--- src/rtl/elevator_ctrl_n.sv ---
// elevator_ctrl_n: collective-control elevator for N floors with tick-timed travel and door.
// Define ELEVATOR_FIRE_RECALL_EN to add the fire_recall input.
module elevator_ctrl_n #(
   parameter int N            = 5,
   parameter int TICK_DIV     = 50000000,
   parameter int TRAVEL_TICKS = 2,
   parameter int DOOR_TICKS   = 10
) (
   input  logic       board_clk,
   input  logic       reset,
   input  logic [N:1] car_button,
   input  logic [N:1] hall_up,
   input  logic [N:1] hall_down,
   input  logic       open_button,
   input  logic       close_button,
   input  logic       door_obstruct,
`ifdef ELEVATOR_FIRE_RECALL_EN
   input  logic       fire_recall,
`endif
   output logic [3:0] floor_num,
   output logic       door_open,
   output logic       go_up_led,
   output logic       go_down_led,
   output logic [N:1] car_led,
   output logic [N:1] led_up,
   output logic [N:1] led_down,
   output logic       busy
);
   localparam int PW = TICK_DIV > 1 ? $clog2(TICK_DIV) : 1;
   localparam int TW = $clog2(TRAVEL_TICKS + 1);
   localparam int DW = $clog2(DOOR_TICKS + 1);
   localparam logic [N:1] UP_OK = {1'b0, {(N - 1){1'b1}}};
   localparam logic [N:1] DN_OK = {{(N - 1){1'b1}}, 1'b0};

   typedef enum logic [1:0] {IDLE, MOVE, OPEN} state_t;

   state_t        state, state_n;
   logic          dir, dir_n, fr, tick, at_end, step, stop, ahead, behind, here, match, op;
   logic [PW-1:0] pre;
   logic [TW-1:0] trav;
   logic [DW-1:0] door;
   logic [3:0]    floor_n, nf, tf;
   logic [N:1]    car_r, up_r, dn_r, all_r, fm;

`ifdef ELEVATOR_FIRE_RECALL_EN
   assign fr = fire_recall;
`else
   assign fr = 1'b0;
`endif

   function automatic logic [N:1] sel(input logic [3:0] f);
      logic [N:1] m;
      for (int i = 1; i <= N; i++) m[i] = 4'(i) == f;
      return m;
   endfunction

   function automatic logic [N:1] beyond(input logic [3:0] f, input logic up);
      logic [N:1] m;
      for (int i = 1; i <= N; i++) m[i] = up ? 4'(i) > f : 4'(i) < f;
      return m;
   endfunction

   // tf is the floor the car occupies after this edge: arrival decisions look at the new floor
   assign tick   = pre == PW'(TICK_DIV - 1);
   assign at_end = dir ? floor_num == 4'(N) : floor_num == 4'd1;
   assign step   = state == MOVE && !at_end && tick && trav == TW'(TRAVEL_TICKS - 1);
   assign nf     = dir ? floor_num + 4'd1 : floor_num - 4'd1;
   assign tf     = step ? nf : floor_num;
   assign all_r  = car_r | up_r | dn_r;
   assign fm     = sel(tf);
   assign ahead  = |(all_r & beyond(tf, dir));
   assign behind = |(all_r & beyond(tf, !dir));
   assign here   = |(all_r & fm);
   assign match  = |((car_r | (dir ? up_r : dn_r)) & fm);
   assign stop   = fr ? nf == 4'd1 : match || !ahead;
   assign op     = state_n == OPEN && !fr;

   always_comb begin
      state_n = state;
      dir_n   = dir;
      floor_n = floor_num;
      unique case (state)
         IDLE:
            if (fr) begin
               state_n = floor_num == 4'd1 ? OPEN : MOVE;
               dir_n   = 1'b0;
            end else if (here || open_button) state_n = OPEN;
            else if (ahead) state_n = MOVE;
            else if (behind) begin
               state_n = MOVE;
               dir_n   = !dir;
            end
         MOVE:
            if (at_end) state_n = IDLE;
            else if (step) begin
               floor_n = nf;
               state_n = stop ? OPEN : MOVE;
               if (fr) dir_n = 1'b0;
            end
         OPEN:
            if (fr) begin
               state_n = floor_num == 4'd1 ? OPEN : MOVE;
               dir_n   = 1'b0;
            end else if (!(door_obstruct || open_button) && (close_button || (tick && door <= DW'(1))))
               state_n = IDLE;
         default: state_n = IDLE;
      endcase
      if (op && !ahead && behind) dir_n = !dir;
   end

   always_ff @(posedge board_clk)
      if (reset) begin
         state     <= IDLE;
         dir       <= 1'b1;
         floor_num <= 4'd1;
         pre       <= '0;
         trav      <= '0;
         door      <= '0;
         car_r     <= '0;
         up_r      <= '0;
         dn_r      <= '0;
      end else begin
         state     <= state_n;
         dir       <= dir_n;
         floor_num <= floor_n;
         pre       <= tick ? '0 : pre + 1'b1;
         trav      <= state != MOVE || step ? '0 : trav + TW'(tick);
         door      <= state_n != OPEN ? '0 :
                      state != OPEN || fr || open_button || door_obstruct ? DW'(DOOR_TICKS) : door - DW'(tick);
         car_r     <= fr ? '0 : (car_r | car_button) & ~(op ? fm : '0);
         up_r      <= fr ? '0 : (up_r | (hall_up & UP_OK)) & ~(op && (dir || !ahead) ? fm : '0);
         dn_r      <= fr ? '0 : (dn_r | (hall_down & DN_OK)) & ~(op && (!dir || !ahead) ? fm : '0);
      end

   assign door_open   = state == OPEN;
   assign go_up_led   = state == MOVE && dir;
   assign go_down_led = state == MOVE && !dir;
   assign car_led     = car_r;
   assign led_up      = up_r;
   assign led_down    = dn_r;
   assign busy        = state != IDLE || |all_r;
endmodule

--- config.mk ---
export PLATFORM = sky130hd
export DESIGN_NAME = elevator_ctrl_n
export DESIGN_NICKNAME = d
export VERILOG_FILES = /design/src/rtl/elevator_ctrl_n.sv
export SDC_FILE = /design/constraint.sdc
export NUM_CORES = 1
export LEC_CHECK = 0
export CAP_MARGIN = 5
export CORE_UTILIZATION = 30
export DETAILED_ROUTE_END_ITERATION = 6
export PLACE_DENSITY_LB_ADDON = 0.12
export SKIP_CTS_REPAIR_TIMING = 1
export SYNTH_ARGS = -nofsm -noshare
export SYNTH_HDL_FRONTEND = slang
export SYNTH_SLANG_ARGS = --single-unit
--- constraint.sdc ---
create_clock -name board_clk -period 3.2 [get_ports board_clk]
set_input_delay 0.8 -clock board_clk [delete_from_list [all_inputs] [get_ports board_clk]]
set_output_delay 0.8 -clock board_clk [all_outputs]
set_load 0.02 [all_outputs]
==> run summary <==
Required @ worst endpoint -> 3.39 ns
Leak Pwr -> 1.75 nW
asr flop ratio synth -> 0%
Post-Syn Nets -> 445
Die W -> 108 um
Nets -> 538
DRC viols -> 0
CP arrival -> 3.39 ns
clk sinks -> 54
first-pass GRT wire length -> 16,100 um
post-layout minimum cycle time -> 3.20 ns
Final GP Congestion -> 0.895
via count -> 3,396
pre-CTS setup slack -> -0.164 ns
Post-Layout Cell Count -> 652
detailed placer's ending HPWL -> 7570 um
number of H-tree levels -> 2
DRT iter0 DRCs -> 160
mapped cell area -> 3360 sq um
Critical R2R Launch -> pre[11]
max_cap viols -> 0
Area growth, synth to finish -> 41.5%
DIE AREA -> 11,600 sq um
crit path buf inv count -> 2
vias in the first global route -> 3,216
CTS max path bufs -> 2
Hold Slack -> 0.490 ns
total wire length -> 10,100 um
Fin Clk Skew -> 0.0103 ns
Core Util, Final -> 43.6%
IO buf count -> 40
Worst Tran Pin Value -> 0.776 ns
wire per inst -> 15.5 um
status -> finished, violations left
Synth Area per Inst -> 8.04 sq um
Final WS setup -> -0.00419 ns
final design instance area without fill -> 4750 sq um
Max-slew headroom -> 47.9%
Startpoint Class -> flop
Hold Path Depth -> 2
core box area -> 10,900 sq um
Total Power -> 1.49 mW
I/O pin count -> 43
# rows -> 38
Synth warnings -> 0
RSZ-0062 raised after global routing -> yes
count of final setup violators -> 1
setup TNS -> -0.00419 ns
clock slew seen by the registers of the worst setup and hold paths -> 0.10 ns
initial antenna violation count -> 0
FMAX -> 312 MHz
Hold EP -> led_up[5]
critical path class -> flop to flop
Inserted Diodes -> 0
CTS tree -> done
CP delay by family, top -> simple AND/OR/NAND/NOR gates
Synth area leaders -> dfxtp_1, nor2_1, xnor2_1
Vias/cell -> 5.21
EDFF count, synth -> 0
Reg2Reg Setup Slack -> -0.004 ns
dpl cell area -> 4320 sq um
placed insts -> 637
Worst IR Drop VDD -> 0.189 mV
CP max FO -> 15
Cells after Synth -> 418
pwr dens -> 314 nW/um^2
Routed Antenna Nets -> 0
clock root buffer master -> clkbuf_8
nature of the critical path endpoint -> flop
Initial Utilization -> 30.9%
Primary FF master, synth -> dfxtp_1
Synth cell types -> 68
gr usage total -> 17.8%
most numerous cell on the critical path -> or4_4
grt total ovfl -> 0
clock latency on the worst-skew pair -> 0.32 ns
Yosys top cell by area -> dfxtp_1
failing checks -> setup timing
cells along the critical path -> or4_4 -> or4_4 -> buf_4 -> nor4_4 -> mux2i_1 -> a21oi_1 -> a32oi_2 -> a31o_4 -> nand3_2 -> buf_12 -> a311oi_1
RR Endpoint -> led_down[1]
layout cells sized above 1 -> 25.8%
Crit-path slowest cell -> or4_4
total CTS buffers -> 5
R2R depth -> 11
share of Yosys cell area claimed by the top area cell type -> 32.2%
Die Span Y -> 108 um
1st-pass router iterations -> 4
largest net degree at the start of global routing -> 26
Tcrit/Tclk final -> 100%
Worst Hold Class -> flop to flop
sequential share of the synthesized area -> 32.2%
Slew Limit Fails -> 0
Seq cells post-synth -> 54
CP max stage delay -> 0.52 ns
final hold viol count -> 0
hold path start -> led_up[5]
[routing by layer]
metal	share of wire, %	global-route usage [%]
met5	0	0
met4	2.0	6.46
met3	3.2	2.00
met2	48	29.2
met1	46	23.9
[power by group]
part           leakage [nW]  total, mW  internal (mW)  switching (mW)
registers             0.441      0.717          0.696          0.0210
clock network        0.0618      0.502          0.258           0.244
logic                  1.25      0.272          0.132           0.140
total                  1.75       1.49           1.09           0.406
[synthesized netlist by cell type (4+ instances only)]
master	n
nor2_1	68
nand3_1	14
xor2_1	16
nand2_1	31
mux2i_1	5
o21ai_0	9
nor2b_1	4
a211oi_1	8
nand4_1	8
ha_1	7
nor3_1	16
a21oi_1	16
nor4_1	5
o21ai_1	4
clkbuf_1	16
or4_1	4
and3_1	9
inv_1	12
xnor2_1	16
a311oi_1	9
dfxtp_1	54
or3_1	14
[area by class of cell]
type                    count  area, sq um
clock buffers               6         82.6
clock inverters             2         38.8
fillers                  1100         6140
inverters                  13         48.8
multi-input cells         329         2400
flip-flops and latches     54         1080
well taps                 140          175
repair buffers            108          927
[worst max path at each step]
stage	startpoint	endpoint	slack, ns	cells past startpoint
3_3_place_gp	pre[11]	dir	-0.15	9
6_report	pre[11]	led_down[1]	-0.004	11
5_1_grt	pre[11]	led_down[1]	-0.10	11
2_1_floorplan	floor_num[0]	led_down[4]	0.01	12
3_5_place_dp	pre[11]	dir	-0.16	9
4_1_cts	pre[11]	dir	-0.19	9
[worst min-delay path: cells and delay by family (launching register included)]
family / cells / cell delay [ns]
AOI/OAI and AO/OA: 1 / 0.04
DFF: 1 / 0.34
buffers and inverters: 1 / 0.07
[state kept, by name (all words and copies together) (netlist names)]
signal / cells
pre: 26
car_led: 5
led_down: 5
led_up: 5
door: 4
floor_num: 4
state: 2
trav: 2
dir: 1
[cell usage in the layout (no fill, tap or decap), types with 7 or more instances in the layout]
master and count:
inv_1 12, nor3_1 16, nand2_1 29, nand3_1 14
clkdlybuf4s50_1 40, nand4_1 8, and3_1 8, o21ai_0 9
nor2_1 65, xor2_1 16, or3_1 11, xnor2_1 15
ha_1 7, a21oi_1 15, buf_4 66, dfxtp_1 54
[cell families (layout without fill, tap and decap cells)]
kind of cell,count (synthesis),after routing,share of synthesized area [%]
compound gates,86,86,19.3
xor+xnor,32,32,8.34
fa+ha+maj,7,7,2.61
buf+inv,35,129,4.47
flops,54,54,32.2
mux,7,7,2.16
simple gates,197,197,30.9
Power figures use the tool's default switching activity.
